### config.mk
export PLATFORM = sky130hd
export DESIGN_NAME = occupancy_counter
export DESIGN_NICKNAME = d
export VERILOG_FILES = /design/src/rtl/occupancy_pkg.sv /design/src/rtl/dir_detect.sv /design/src/rtl/occupancy_counter.sv
export SDC_FILE = /design/constraint.sdc
export NUM_CORES = 1
export LEC_CHECK = 0
export ABC_AREA = 1
export CORE_MARGIN = 1.5
export CORE_UTILIZATION = 30
export DETAILED_ROUTE_END_ITERATION = 10
export DONT_BUFFER_PORTS = 1
export PLACE_DENSITY = 0.52
export SLEW_MARGIN = 20
export SYNTH_ARGS = -nofsm -noshare
export SYNTH_HDL_FRONTEND = slang
export SYNTH_HIERARCHICAL = 1
export SYNTH_SLANG_ARGS = --single-unit
### constraint.sdc
create_clock -name clk -period 4.7 [get_ports clk]
set_input_delay 0.47 -clock clk [delete_from_list [all_inputs] [get_ports clk]]
set_output_delay 0.47 -clock clk [all_outputs]
set_load 0.1 [all_outputs]
### src/rtl/occupancy_pkg.sv
// Shared types for the occupancy counter: channel FSM states and a popcount helper.
// Build option: DEBOUNCE_EN (see dir_detect) adds per-input debounce filters.
package occupancy_pkg;

  // Direction-decoder states; E* walk an entry (a then b), X* walk an exit
  typedef enum logic [2:0] {
    IDLE = 3'd0,
    E1   = 3'd1,
    E2   = 3'd2,
    E3   = 3'd3,
    X1   = 3'd4,
    X2   = 3'd5,
    X3   = 3'd6,
    WAIT = 3'd7
  } ch_state_e;

  localparam int MAX_CH = 8;

  function automatic logic [3:0] popcount(input logic [MAX_CH-1:0] v);
    logic [3:0] n;
    n = '0;
    for (int i = 0; i < MAX_CH; i++) n = n + {3'b000, v[i]};
    return n;
  endfunction

endpackage

### src/rtl/dir_detect.sv
// One door: synchronise the two beam sensors, optionally debounce them, and
// decode full a->ab->b->none passes into single-cycle entry/exit pulses.
// Build option: DEBOUNCE_EN enables a DB_CYCLES stability filter per sensor.
module dir_detect
  import occupancy_pkg::*;
#(
  parameter int SYNC_STAGES = 2
`ifdef DEBOUNCE_EN
  , parameter int DB_CYCLES = 4
`endif
) (
  input  logic clk,
  input  logic rst,
  input  logic a,
  input  logic b,
  output logic sumar,
  output logic restar
);

  logic [SYNC_STAGES-1:0] a_sync_q, a_sync_d, b_sync_q, b_sync_d;
  logic [1:0]             s_sync;
  logic [1:0]             s;

  // shift raw async inputs through the synchroniser chain
  always_comb begin
    a_sync_d = {a_sync_q[SYNC_STAGES-2:0], a};
    b_sync_d = {b_sync_q[SYNC_STAGES-2:0], b};
  end

  // synchroniser flops
  always_ff @(posedge clk) begin
    if (rst) begin
      a_sync_q <= '0;
      b_sync_q <= '0;
    end else begin
      a_sync_q <= a_sync_d;
      b_sync_q <= b_sync_d;
    end
  end

  assign s_sync = {a_sync_q[SYNC_STAGES-1], b_sync_q[SYNC_STAGES-1]};

`ifdef DEBOUNCE_EN
  localparam int DBW = $clog2(DB_CYCLES + 1);

  logic [1:0]          filt_q, filt_d;
  logic [1:0][DBW-1:0] cnt_q, cnt_d;

  // follow the synchronised bit only after it has disagreed for DB_CYCLES clocks in a row
  always_comb begin
    filt_d = filt_q;
    cnt_d  = cnt_q;
    for (int i = 0; i < 2; i++) begin
      if (s_sync[i] == filt_q[i]) begin
        cnt_d[i] = '0;
      end else if (cnt_q[i] == DBW'(DB_CYCLES - 1)) begin
        filt_d[i] = s_sync[i];
        cnt_d[i]  = '0;
      end else begin
        cnt_d[i] = cnt_q[i] + DBW'(1);
      end
    end
  end

  // debounce state
  always_ff @(posedge clk) begin
    if (rst) begin
      filt_q <= '0;
      cnt_q  <= '0;
    end else begin
      filt_q <= filt_d;
      cnt_q  <= cnt_d;
    end
  end

  assign s = filt_q;
`else
  assign s = s_sync;
`endif

  ch_state_e state_q, state_d;
  logic      sumar_q, sumar_d, restar_q, restar_d;

  // direction FSM; s is {a,b}. Pulses fire on the final all-clear after a complete pass
  always_comb begin
    state_d  = state_q;
    sumar_d  = 1'b0;
    restar_d = 1'b0;
    unique case (state_q)
      IDLE: case (s)
              2'b10:   state_d = E1;
              2'b01:   state_d = X1;
              2'b11:   state_d = WAIT;
              default: state_d = IDLE;
            endcase
      E1:   case (s)
              2'b11:   state_d = E2;
              2'b00:   state_d = IDLE;
              2'b01:   state_d = WAIT;
              default: state_d = E1;
            endcase
      X1:   case (s)
              2'b11:   state_d = X2;
              2'b00:   state_d = IDLE;
              2'b10:   state_d = WAIT;
              default: state_d = X1;
            endcase
      E2:   case (s)
              2'b01:   state_d = E3;
              2'b10:   state_d = E1;
              2'b00:   state_d = IDLE;
              default: state_d = E2;
            endcase
      X2:   case (s)
              2'b10:   state_d = X3;
              2'b01:   state_d = X1;
              2'b00:   state_d = IDLE;
              default: state_d = X2;
            endcase
      E3:   case (s)
              2'b00:   begin state_d = IDLE; sumar_d = 1'b1; end
              2'b11:   state_d = E2;
              2'b10:   state_d = WAIT;
              default: state_d = E3;
            endcase
      X3:   case (s)
              2'b00:   begin state_d = IDLE; restar_d = 1'b1; end
              2'b11:   state_d = X2;
              2'b01:   state_d = WAIT;
              default: state_d = X3;
            endcase
      default: state_d = (s == 2'b00) ? IDLE : WAIT;
    endcase
  end

  // FSM state and registered event pulses
  always_ff @(posedge clk) begin
    if (rst) begin
      state_q  <= IDLE;
      sumar_q  <= 1'b0;
      restar_q <= 1'b0;
    end else begin
      state_q  <= state_d;
      sumar_q  <= sumar_d;
      restar_q <= restar_d;
    end
  end

  assign sumar  = sumar_q;
  assign restar = restar_q;

endmodule

### src/rtl/occupancy_counter.sv
// Multi-door occupancy counter: one dir_detect per door, events merged into a
// saturating count with full/empty flags and sticky overflow/underflow.
// Build option: DEBOUNCE_EN adds debounce filters inside every channel.
module occupancy_counter
  import occupancy_pkg::*;
#(
  parameter int N_CH        = 4,
  parameter int CNT_W       = 8,
  parameter int MAX_OCC     = 200,
  parameter int SYNC_STAGES = 2,
  parameter int DB_CYCLES   = 4
) (
  input  logic             clk,
  input  logic             rst,
  input  logic [N_CH-1:0]  a,
  input  logic [N_CH-1:0]  b,
  input  logic             clear,
  output logic [N_CH-1:0]  sumar,
  output logic [N_CH-1:0]  restar,
  output logic [CNT_W-1:0] occupancy,
  output logic             full,
  output logic             empty,
  output logic             ovf,
  output logic             unf
);

  if (N_CH < 1 || N_CH > MAX_CH || MAX_OCC >= 2**CNT_W || SYNC_STAGES < 2 || DB_CYCLES < 1)
  begin : g_param_err
    $error("occupancy_counter: illegal parameter combination");
  end

  for (genvar g = 0; g < N_CH; g++) begin : g_ch
    dir_detect #(
      .SYNC_STAGES(SYNC_STAGES)
`ifdef DEBOUNCE_EN
      , .DB_CYCLES(DB_CYCLES)
`endif
    ) u_dir (
      .clk    (clk),
      .rst    (rst),
      .a      (a[g]),
      .b      (b[g]),
      .sumar  (sumar[g]),
      .restar (restar[g])
    );
  end

  logic [CNT_W-1:0] occ_q, occ_d;
  logic             ovf_q, ovf_d, unf_q, unf_d;
  logic [3:0]       n_add, n_sub;
  int               sum;

  assign n_add = popcount(MAX_CH'(sumar));
  assign n_sub = popcount(MAX_CH'(restar));

  // net delta of all doors, clamped; clear overrides any pending delta
  always_comb begin
    sum   = int'(occ_q) + int'(n_add) - int'(n_sub);
    occ_d = occ_q;
    ovf_d = ovf_q;
    unf_d = unf_q;
    if (clear) begin
      occ_d = '0;
      ovf_d = 1'b0;
      unf_d = 1'b0;
    end else if (sum > MAX_OCC) begin
      occ_d = CNT_W'(MAX_OCC);
      ovf_d = 1'b1;
    end else if (sum < 0) begin
      occ_d = '0;
      unf_d = 1'b1;
    end else begin
      occ_d = CNT_W'(sum);
    end
  end

  // occupancy count and sticky flags
  always_ff @(posedge clk) begin
    if (rst) begin
      occ_q <= '0;
      ovf_q <= 1'b0;
      unf_q <= 1'b0;
    end else begin
      occ_q <= occ_d;
      ovf_q <= ovf_d;
      unf_q <= unf_d;
    end
  end

  assign occupancy = occ_q;
  assign full      = (occ_q == CNT_W'(MAX_OCC));
  assign empty     = (occ_q == '0);
  assign ovf       = ovf_q;
  assign unf       = unf_q;

endmodule

==> flow_summary.ini, run 1 <==
[final_layout]
drive_above_1_share = 0.150
n_antenna_cell = 0
layout.nets = 532
syn_to_final_growth_pct = 9.28
fin_area_um2 = 3670
fin_cells = 612
n_fill_cell = 1182

[yosys]
dominantRegCellSynth = dfxtp_1
synth.yosys.seq_area_share = 0.274
ys_warn_count = 6
synthesis.area_um2 = 3360
synth_xor_area_frac = 0
synth_nets = 523
yosys.area_share.simple = 0.331
yosysMostFrequentCell = nor2_1
synthTopCellsByCount = nor2_1, inv_1, nand2_1
synthTopCellsByArea = dfxtp_1, ha_1, nor2_1
synth_edf_count = 0
synthDistinctLibCells = 30
yosysTopAreaCell = dfxtp_1
synth_compound_area_frac = 0.0667
syn_avg_cell_area_um2 = 7.27
postSynth.asyncResetShare = 0
synth_top_cell_area_share = 0.274
synth_top_family_by_area = simple AND/OR/NAND/NOR gates
synth_mux_area_frac = 0
synth-seq-cells = 46
synthCells = 462
synthAdderAreaFrac = 0.204

[run_status]
outcome = complete, no violations

[clock_tree]
cts_resized = 0
numCtsBuffers = 5
clock-sinks = 46
cts_hold_buf = 0
clockRootBuffer = clkbuf_8
cts_tree = yes
postCtsSetupBuffers = 0
cts_buffer_depth = 2
path_clk_slew_ns = 0.08
clock_latency_ns = 0.30
htree_levels = 2

[worst_setup_path]
worstPathRequired_ns = 4.94
worstPathMaxFanout = 3
worstSetupPathType = reg2reg
cp-start-kind = flop
arrival_ns = 3.77
crit_path_end_kind = flop

[pwr]
powerDensity_nw_per_um2 = 445
leakagePower_nw = 1.72
irDropWorstVdd_mv = 0.370

[global_routing]
grt_pass1_wl_um = 10900
grt_max_degree = 38
grt_usage = 0.114
grt_pass1_vias = 2431
antenna_found_initial = 0
overflow = 0

[placed_design]
dp.cells = 604
numPortBuffers = 0
dpl-instance-area_um2 = 3560
dp_hpwl_um = 5020
gp_congestion = 0.825

[floorplan]
core_region_area_um2 = 10900
placementRows = 38
die_area_um2 = 11800
die_y_um = 109
ios = 31
start_util = 0.308
die_w_um = 109

[sta]
fmax_mhz = 283
rsz0062_at_grt = false
finalClockSkew_ns = 0.00505
finalHoldViolCount = 0
setup_tns_ns = 0
relSlewSlack = 0.284
fin_crit_ns = 3.54
period_share = 0.752
worst_slew_pin_slew_ns = 1.07
setup_viol = 0
report.final.slew_viol_count = 0

[worst_hold_path]
min_path_type = in2reg

[route]
drc = 0
antenna_left = 0
dr.pass1.iters = 5
wirelength_um = 6300
drt_iter0_drc = 121
wl_per_cell_um = 10.3
viasPerCell = 4.36
vias = 2669

[run]
drv_cap = 0
[path summary, 6_finish.rpt]
path                                   startpoint                                   end  slack [ns]  depth (start not counted)
max               g_ch[1].u_dir/restar$_SDFF_PP0_                      ovf$_SDFFE_PP0P_        1.16                         20
min                                           rst   g_ch[1].u_dir/state_q[2]$_SDFF_PP0_        0.24                          1
max reg2reg       g_ch[1].u_dir/restar$_SDFF_PP0_                      ovf$_SDFFE_PP0P_        1.16                         20
min reg2reg  g_ch[3].u_dir/b_sync_q[0]$_SDFF_PP0_  g_ch[3].u_dir/b_sync_q[1]$_SDFF_PP0_        0.40                          2
[registers in the layout (all words and copies together), names as in the netlist]
| signal | flops |
|---|---|
| g_ch.u_dir/b_sync_q | 8 |
| unf | 1 |
| g_ch.u_dir/restar | 4 |
| ovf | 1 |
| g_ch.u_dir/state_q | 12 |
| g_ch.u_dir/sumar | 4 |
| occupancy | 8 |
| g_ch.u_dir/a_sync_q | 8 |
[critical path: stages (launching register included)]
cell	delay [ns]
dfxtp_1	0.33
inv_1	0.06
fa_1	0.53
inv_1	0.05
fa_1	0.41
fa_1	0.46
inv_1	0.07
ha_1	0.16
inv_1	0.05
fa_1	0.37
inv_1	0.07
nand2_1	0.08
nand2_2	0.09
nand2_2	0.06
nand2_2	0.08
nand2_1	0.07
nand2_2	0.09
nand2_2	0.07
o21ai_2	0.13
nand3_2	0.11
a21oi_1	0.13
[cell type report]
class | count | area [µm²] | share of cell area
Timing Repair Buffer | 14 | 105 | 0.0286
Sequential cell | 46 | 921 | 0.251
Clock buffer | 7 | 76.3 | 0.0208
Clock inverter | 1 | 30.0 | 0.00818
Inverter | 87 | 337 | 0.0917
Multi-Input combinational cell | 317 | 2030 | 0.552
Tap cell | 140 | 175 | 0.0477
[per-layer routing]
metal / GRT usage / part of all wire / vias to the layer above
met4: 0.0320 / 0.011 / 0
met5: 0 / 0 / -
li1: - / - / 1435
met3: 0.0263 / 0.051 / 7
met2: 0.194 / 0.46 / 50
met1: 0.145 / 0.48 / 1177
[kinds of logic (layout without fill, tap and decap cells)]
logic type / after synthesis / after routing
adder cells (fa/ha/maj): 50 / 50
flip-flops: 46 / 46
AO/OA/AOI/OAI: 33 / 33
buffers and inverters: 99 / 109
AND/OR/NAND/NOR: 234 / 234
[where the power goes]
group	switching [mW]	internal, mW	total [mW]
Combinational	0.574	0.261	0.835
Clock	0.133	0.159	0.292
Sequential	0.0898	0.418	0.508
[metrics by stage]
stage | util | hold WS, ns | power, mW | setup slack, ns
after floorplan | - | 0.388 | 1.23 | 0.595
after global placement | 0.327 | 0.390 | 1.35 | 1.24
after detailed placement | 0.327 | 0.392 | 1.36 | 1.16
after CTS | 0.337 | 0.217 | 1.66 | 1.14
after global routing | 0.337 | 0.215 | 1.77 | 0.869
final | 0.337 | 0.236 | 1.63 | 1.16
[cells in the final DEF, fill, tap and decap left out, types with 8 or more instances in the layout]
cell type and count:
nand2_2 14, a21oi_1 17, buf_4 14, inv_1 76, dfxtp_1 46, ha_1 42
fa_1 8, nor2_1 87, nand3_1 34, nand2_1 64
(Power assumes the default switching activity.)
==> run 2: changes to the inputs <==
==> constraint.sdc (replaced) <==
create_clock -name clk -period 3.6 [get_ports clk]
set_input_delay 0.36 -clock clk [delete_from_list [all_inputs] [get_ports clk]]
set_output_delay 0.36 -clock clk [all_outputs]
set_load 0.1 [all_outputs]
==> run 2 against run 1 <==
Worst setup slack got worse by 0.94 ns; clock skew rose by 0.0084 ns; first-iteration DRC count rose by 2.5%; clock-buffer cell count fell by 2; clock power rose by 12%; via count rose by 0.34%; sequential power rose by 26%; total power rose by 31%; highest routed layer unchanged.
==> flow_summary.ini, run 2 (synthesis gave the netlist of run 1 again) <==
[run_status]
outcome = complete, no violations

[route]
drt_iter0_drc = 124
dr.pass1.iters = 4
drc = 0
viasPerCell = 4.34
wl_per_cell_um = 10.3
wirelength_um = 6340
vias = 2678
antenna_left = 0

[worst_setup_path]
crit_end = occupancy[7]$_SDFF_PP0_
r2r_cells = 21
crit_path_end_kind = flop
worstSetupPathType = reg2reg
r2r_start = g_ch[1].u_dir/restar$_SDFF_PP0_
path_common_cell = nand2_2
reg2reg_to = occupancy[7]$_SDFF_PP0_
worstPathMaxFanout = 3
critical_path_depth = 21
crit_slowest_cell = fa_1
arrival_ns = 3.58
crit_path_start = g_ch[1].u_dir/restar$_SDFF_PP0_
r2r_setup_slack_ns = 0.22
cp_top_family = adder cells
crit_chain = inv_2 > fa_1 > inv_1 > fa_2 > fa_1 > inv_1 > ha_2 > inv_1 > fa_2 > inv_2 > nand2_2 > nand2_2 > nand2_2 > nand2_2 > nand2_1 > nand2_2 > nand2_2 > nor2_1 > nand3_1 > nand3_2 > a21oi_2
cp-start-kind = flop
worstPathRequired_ns = 3.80
path_buf_inv = 5
max_stage_delay_ns = 0.52

[placed_design]
post-place-ws_ns = 0.111
gp_congestion = 0.845
dp.cells = 608
numPortBuffers = 0
dp_hpwl_um = 4990

[clock_tree]
numCtsBuffers = 5
clock_latency_ns = 0.30
path_clk_slew_ns = 0.09
clock-sinks = 46
clockRootBuffer = clkbuf_8
cts_buffer_depth = 2
cts_hold_buf = 0
cts_tree = yes
htree_levels = 2

[final_layout]
largest_register = g_ch.u_dir/state_q
largest_reg_flops = 12
final_cell_mix = nor2_1, inv_1, nand2_1, ha_1, dfxtp_1
n_antenna_cell = 0
syn_to_final_growth_pct = 11.0
final_common_cell = nor2_1
fin_cells = 617
n_fill_cell = 1143
multi_input_area_um2 = 2050
layout.nets = 537
drive_above_1_share = 0.195
register_area_um2 = 936

[global_routing]
grt_pass1_wl_um = 11400
antenna_found_initial = 0
grt_usage = 0.118
overflow = 0
grt_pass1_vias = 2554
grt_max_degree = 38

[sta]
report.final.slew_viol_count = 0
worst_slew_pin_slew_ns = 0.975
setup_tns_ns = 0
whs_ns = 0.120
rsz0062_at_grt = false
finalClockSkew_ns = 0.0134
relSlewSlack = 0.349
fin_crit_ns = 3.38
fmax_mhz = 296
period_share = 0.938
finalHoldViolCount = 0
fin_ws_ns = 0.224
setup_viol = 0

[floorplan]
die_area_um2 = 11800
core_region_area_um2 = 10900
start_util = 0.308
die_y_um = 109
placementRows = 38
ios = 31
die_w_um = 109

[pwr]
power_frac_comb = 0.549
clockPowerShare = 0.153
p_sw_mw = 1.08
seqPwrFrac = 0.298
irDropWorstVdd_mv = 0.520
internal_power_mw = 1.06
powerDensity_nw_per_um2 = 575
leakagePower_nw = 1.74
switching_share = 0.504

[run]
drv_cap = 0

[worst_hold_path]
min_path_type = in2reg
[run 2: cell types whose count changed in the layout (fill, tap and decap cells not counted), moves of 3 or more]
cell	delta
a21oi_1	-3
dfxtp_1	-6
buf_4	+5
a21oi_2	+3
dfxtp_2	+3
dfxtp_4	+3
[run 2: how the worst min path moves through the flow]
stage          depth (start not counted)                                    to  slack, ns                                 start
6_report                               1   g_ch[1].u_dir/state_q[2]$_SDFF_PP0_       0.12                                   rst
5_1_grt                                1  g_ch[3].u_dir/a_sync_q[0]$_SDFF_PP0_        0.1                                   rst
4_1_cts                                1   g_ch[1].u_dir/state_q[2]$_SDFF_PP0_       0.11                                   rst
3_5_place_dp                           2  g_ch[2].u_dir/a_sync_q[1]$_SDFF_PP0_       0.39  g_ch[2].u_dir/a_sync_q[0]$_SDFF_PP0_
3_3_place_gp                           2  g_ch[0].u_dir/a_sync_q[1]$_SDFF_PP0_       0.39  g_ch[0].u_dir/a_sync_q[0]$_SDFF_PP0_
2_1_floorplan                          2  g_ch[0].u_dir/a_sync_q[1]$_SDFF_PP0_       0.39  g_ch[0].u_dir/a_sync_q[0]$_SDFF_PP0_
[run 2: per-stage QoR]
stage / util / power, mW / cell area, µm²
after detailed placement: 0.331 / 1.79 / 3610
after global placement: 0.331 / 1.78 / 3610
after floorplan: - / 1.61 / 3370
after CTS: 0.340 / 2.12 / 3700
after global routing: 0.342 / 2.33 / 3730
final: 0.342 / 2.14 / 3730
[run 2: layout make-up]
type	instances	share of cell area
timing repair buffer	19	0.0383
clock inverter	3	0.00604
multi-input combinational	317	0.549
sequential	46	0.251
tap	140	0.0470
clock buffer	5	0.0185
inverter	87	0.0903
[run 2: routing by layer]
| layer | vias up | track usage | share of wire |
|---|---|---|---|
| met3 | 7 | 0.0215 | 0.034 |
| met5 | - | 0 | 0 |
| li1 | 1444 | - | - |
| met2 | 46 | 0.197 | 0.46 |
| met1 | 1181 | 0.157 | 0.50 |
| met4 | 0 | 0.0310 | 0.0096 |
[run 2: what timing repair did]
action	in CTS	in global routing
gates resized for setup	0	8
endpoints found under the setup margin	0	9
setup buffers	0	1
[run 2: power groups by stage]
stage / Sequential [mW] / Combinational, mW / Clock [mW]
5_1_grt: 0.646 / 1.32 / 0.370
4_1_cts: 0.639 / 1.14 / 0.345
3_3_place_gp: 0.651 / 1.13 / 0
2_1_floorplan: 0.751 / 0.857 / 0
3_5_place_dp: 0.651 / 1.13 / 0
6_report: 0.639 / 1.18 / 0.328
==> run 3: changes to the inputs <==
--- a/config.mk
+++ b/config.mk
@@ -11,6 +11,7 @@
 export DETAILED_ROUTE_END_ITERATION = 10
 export DONT_BUFFER_PORTS = 1
 export PLACE_DENSITY = 0.52
+export SKIP_LAST_GASP = 1
 export SLEW_MARGIN = 20
 export SYNTH_ARGS = -nofsm -noshare
 export SYNTH_HDL_FRONTEND = slang
==> results of run 3 <==
Same layout as run 2: the final DEF is identical, and so are final timing and power.
